### src/rtl/scan_sel_gen.sv
// ---------------------------------------------------------------------------
// scan_sel_gen
//
// Generates a 2-bit scan select code for a downstream 2-to-4 decoder. The
// code advances (up or down) once every div+1 enabled RUN cycles. The scan can
// be frozen (HOLD), stopped (IDLE), or have its code loaded directly.
//
// Ports
//   clk        in   clock, all state changes on the rising edge
//   rst_n      in   asynchronous active-low reset
//   en         in   scan enable; low forces IDLE
//   hold_req   in   freeze the scan (RUN <-> HOLD)
//   dir        in   0 = count up, 1 = count down (sampled in the tick cycle)
//   load       in   synchronous load of the select code
//   load_val   in   code to load; bit 1 -> i0, bit 0 -> i1
//   div        in   prescale divisor; advance every div+1 RUN cycles
//   i0, i1     out  select MSB / LSB (registered)
//   step       out  one-cycle pulse in the cycle the code takes a new value
//   wrap       out  pulse with step when the advance wraps (3->0 / 0->3)
//   busy       out  high while in RUN
// ---------------------------------------------------------------------------
module scan_sel_gen #(
  parameter int DIV_W = 8
) (
  input  logic             clk,
  input  logic             rst_n,
  input  logic             en,
  input  logic             hold_req,
  input  logic             dir,
  input  logic             load,
  input  logic [1:0]       load_val,
  input  logic [DIV_W-1:0] div,
  output logic             i0,
  output logic             i1,
  output logic             step,
  output logic             wrap,
  output logic             busy
);

  typedef enum logic [1:0] {
    ST_IDLE = 2'd0,
    ST_RUN  = 2'd1,
    ST_HOLD = 2'd2
  } state_t;

  state_t           state_q, state_d;
  logic [1:0]       sel_q, sel_d;
  logic [DIV_W-1:0] pcnt_q, pcnt_d;
  logic             step_q, step_d;
  logic             wrap_q, wrap_d;
  logic             busy_q, busy_d;

  logic             tick;
  logic [1:0]       sel_adv;
  logic             adv_wrap;

  // Terminal tick uses >= so that lowering div below the running count
  // still produces a tick on the next RUN cycle instead of counting on
  // until the counter wraps around.
  assign tick     = (state_q == ST_RUN) && (pcnt_q >= div);
  assign sel_adv  = dir ? (sel_q - 2'd1) : (sel_q + 2'd1);
  assign adv_wrap = dir ? (sel_q == 2'd0) : (sel_q == 2'd3);

  always_comb begin
    state_d = state_q;
    sel_d   = sel_q;
    pcnt_d  = pcnt_q;
    step_d  = 1'b0;
    wrap_d  = 1'b0;

    // en low dominates every other transition.
    if (!en) begin
      state_d = ST_IDLE;
    end else begin
      case (state_q)
        ST_IDLE: state_d = hold_req ? ST_HOLD : ST_RUN;
        ST_RUN:  state_d = hold_req ? ST_HOLD : ST_RUN;
        ST_HOLD: state_d = hold_req ? ST_HOLD : ST_RUN;
        default: state_d = ST_IDLE;
      endcase
    end

    // Prescaler and advance are evaluated in the current state, so a tick
    // in the same cycle that hold_req or en changes still completes.
    case (state_q)
      ST_RUN:  pcnt_d = tick ? '0 : pcnt_q + DIV_W'(1);
      ST_HOLD: pcnt_d = pcnt_q;
      default: pcnt_d = '0;
    endcase

    if (tick) begin
      sel_d  = sel_adv;
      step_d = 1'b1;
      wrap_d = adv_wrap;
    end

    // Load overrides any advance but leaves the state machine alone.
    if (load) begin
      sel_d  = load_val;
      pcnt_d = '0;
      step_d = 1'b0;
      wrap_d = 1'b0;
    end

    busy_d = (state_d == ST_RUN);
  end

  always_ff @(posedge clk or negedge rst_n) begin
    if (!rst_n) begin
      state_q <= ST_IDLE;
      sel_q   <= 2'd0;
      pcnt_q  <= '0;
      step_q  <= 1'b0;
      wrap_q  <= 1'b0;
      busy_q  <= 1'b0;
    end else begin
      state_q <= state_d;
      sel_q   <= sel_d;
      pcnt_q  <= pcnt_d;
      step_q  <= step_d;
      wrap_q  <= wrap_d;
      busy_q  <= busy_d;
    end
  end

  assign i0   = sel_q[1];
  assign i1   = sel_q[0];
  assign step = step_q;
  assign wrap = wrap_q;
  assign busy = busy_q;

endmodule

### config.mk
export PLATFORM = sky130hd
export DESIGN_NAME = scan_sel_gen
export DESIGN_NICKNAME = d
export VERILOG_FILES = /design/src/rtl/scan_sel_gen.sv
export SDC_FILE = /design/constraint.sdc
export NUM_CORES = 1
export LEC_CHECK = 0
export ABC_AREA = 1
export CORE_UTILIZATION = 45
export CTS_CLUSTER_DIAMETER = 120
export DETAILED_ROUTE_END_ITERATION = 12
export PLACE_DENSITY = 0.82
export SYNTH_ARGS = -nofsm -noshare
export SYNTH_HDL_FRONTEND = slang
export SYNTH_SLANG_ARGS = --single-unit
export TNS_END_PERCENT = 5
### constraint.sdc
create_clock -name clk -period 1.5 [get_ports clk]
set_clock_uncertainty 0.1 [all_clocks]
set_input_delay 0.3 -clock clk [delete_from_list [all_inputs] [get_ports clk]]
set_output_delay 0.3 -clock clk [all_outputs]
set_load 0.02 [all_outputs]
==> metrics.cfg <==
[global_route]
grt_pass1_vias=942
grt_max_degree=16
grt_pass1_wl_um=3690
antenna_found_initial=0
grt_usage_pct=19.2
overflow=0

[power]
p_switching_uw=241
power_leakage_uw=0.000877
p_seq_share_pct=49.5
power_frac_comb_pct=24.4
pwr-share-clk_pct=26.2
vdd.ir_drop.worst_mv=0.476
p_per_area_nw_per_um2=550
total_power_uw=863
p_int_uw=622
p_sw_share_pct=27.9

[clock_tree]
clkTransAtPathRegs_ps=90
h-tree-depth=1
clk_latency_ps=270
cts_tree=done
clockBufferDepth=2
root_buffer=clkbuf_4
numCtsBuffers=3
cts.sinks=15

[finish]
num-nets-final=202
insertedDiodeCount=0
stdcell_count=204
area_growth_pct=49.5
drive_gt1_share_pct=33.0

[routing]
dr_total_vias=984
drt_first_iter_violations=11
viasPerCell=4.82
firstDrtPassIters=4
drt-total-wl_um=2240
wl_per_cell_um=11.0
ant_nets=0
drc_errors=0

[sta]
finalWorstSetupSlack_ps=-117
final.period_utilization_pct=108
max-slew-margin-rel_pct=77.8
finalHoldViolations=0
holdWs_ps=223
tightest_slew_ps=333
rsz0062_at_grt=yes
timing.fmax_mhz=619
drv_slew=0
setup_tns_ps=-785
setup_violations=10
fin_crit_ps=1620

[worst_setup_path]
critPathTopFamily=simple AND/OR/NAND/NOR gates
crit_type=reg2reg
cp_slowest_cell=dfrtp_1
path_depth=10
cp_max_fo=8
cp_common_cell=nand2_1
worstPathCellList=ha_1, nand2_1, inv_2, nand2_1, nand2_1, nand2_2, nand2_2, nor2_4, nand4_1, nand2_1
startpoint_type=register
crit_arrival_ps=1730
rrSetupSlack_ps=-120
worstReg2RegStart=pcnt_q[2]$_DFFE_PN0P_
r2r-end=pcnt_q[1]$_DFFE_PN0P_
critPathBufInv=1
required_ps=1620
ff2ff_path_depth=10
crit_path_end_kind=register
max_stage_delay_ps=390

[die]
core-area_um2=2210
start_util_pct=47.5
rows=17
die_h_um=50.3
dieArea_um2=2530
die_width_um=50.3
ioPinCount=21

[placement]
place_ws_ps=-545
place.gp.congestion=0.768
portBuffers=20
dp_hpwl_um=1650
dp_cells=197

[synthesis]
async_reset_ff_share_pct=100
synth_enable_flop_cells=0
synth-seq-cells=15
syn_nets=161
yosysWarnings=0
syn_area_per_cell_um2=7.72
synth_flop_cell=dfrtp_1
netlist-cell-type-count=22
synth_top_area_share_pct=35.8
ys_seq_area_share_pct=35.8
synth_area_leader_cell=dfrtp_1
syn-cell-area_um2=1050
yosys-top-cells-count=39 x nand2_1, 22 x inv_1, 15 x dfrtp_1, 9 x ha_1, 8 x nand4_1
syn_inst=136
post-synth-top-count-cell=nand2_1
synth_area_leaders=dfrtp_1 36%, nand2_1 14%, ha_1 11%, inv_1 7.9%, nand4_1 4.8%

[min_path]
hold_class=in2async

[status]
violations=setup timing
status=finished with violations

[run]
cap_violations=0

-- stage by stage --
stage | utilization (%) | area [um2]
after floorplan | - | 1050
after global placement | 62.7 | 1390
after detailed placement | 62.7 | 1390
after CTS | 66.7 | 1480
after global routing | 70.9 | 1570
final | 70.9 | 1570
-- power by group through the flow --
stage | clock network (uW) | logic (uW) | registers (uW)
after floorplan | 0 | 72.6 | 452
after global placement | 0 | 190 | 434
after detailed placement | 0 | 197 | 434
after CTS | 236 | 196 | 427
after global routing | 254 | 231 | 429
final | 226 | 210 | 427
-- final cells by class --
cell class | count | area, um2
multi-input combinational | 95 | 714
timing repair buffer | 38 | 328
clock buffer | 4 | 26.3
sequential | 15 | 375
fill | 183 | 643
tap | 28 | 35.0
inverter | 24 | 90.1
-- flip-flops by register name, indices dropped and copies added (netlist names) --
name,flops
busy,1
pcnt_q,8
sel_q,2
state_q,2
step,1
wrap,1
-- metal layers --
metal / GRT usage, % / vias to the layer above / wire (um)
met5: 0 / - / 0
met4: 6.48 / 0 / 16
met3: 2.42 / 4 / 84
met2: 37.1 / 26 / 1170
met1: 21.1 / 441 / 969
li1: - / 513 / -
-- kinds of logic after synthesis --
group / after synthesis / synth area share, %
DFF: 15 / 35.8
adders and majority gates: 9 / 10.7
AOI/OAI and AO/OA: 8 / 4.05
and+or+nand+nor: 72 / 34.9
buffers and inverters: 26 / 9.53
xor gates and xnor gates: 6 / 5.01
-- cell usage in the layout, fill, tap and decap left out, types with 3 or more instances in the layout --
cell,Yosys,layout
nand2_4,0,3
clkdlybuf4s50_1,0,8
nand3_1,5,4
nor2_4,2,3
nand2_1,39,36
nor2_2,4,5
ha_1,9,3
nand4_1,8,8
inv_1,22,14
nor2_1,5,3
nor3_2,3,3
inv_2,2,10
o21ai_0,5,5
buf_4,0,18
ha_4,0,6
clkbuf_4,0,3
nand2_2,3,3
dfrtp_1,15,15
xor2_1,4,4
dlygate4sd2_1,0,10
-- timing repair --
item                       in CTS  in global routing
setup endpoints to repair      17                 12
gates resized for setup        23                 18
hold buffers                    0                  0
setup buffers                   0                  3
pin swaps                      16                 22
cloned                          0                  0
-- worst max path at each step --
stage                           from                     to  slack [ps]
6_report       pcnt_q[2]$_DFFE_PN0P_  pcnt_q[1]$_DFFE_PN0P_        -120
5_1_grt        pcnt_q[2]$_DFFE_PN0P_  pcnt_q[2]$_DFFE_PN0P_        -210
4_1_cts                       div[6]   sel_q[0]$_DFFE_PN0P_        -170
3_5_place_dp                  div[5]   sel_q[0]$_DFFE_PN0P_        -550
3_3_place_gp                  div[7]   sel_q[1]$_DFFE_PN0P_        -490
2_1_floorplan  pcnt_q[3]$_DFFE_PN0P_   sel_q[0]$_DFFE_PN0P_         -20
-- worst register-to-register path: cells and delay by family, from the launching register on --
kind | cells | cell delay, ps
buffers and inverters | 1 | 50
DFF | 1 | 390
and+or+nand+nor | 8 | 740
adders and majority gates | 1 | 280
(Power assumes the default switching activity.)
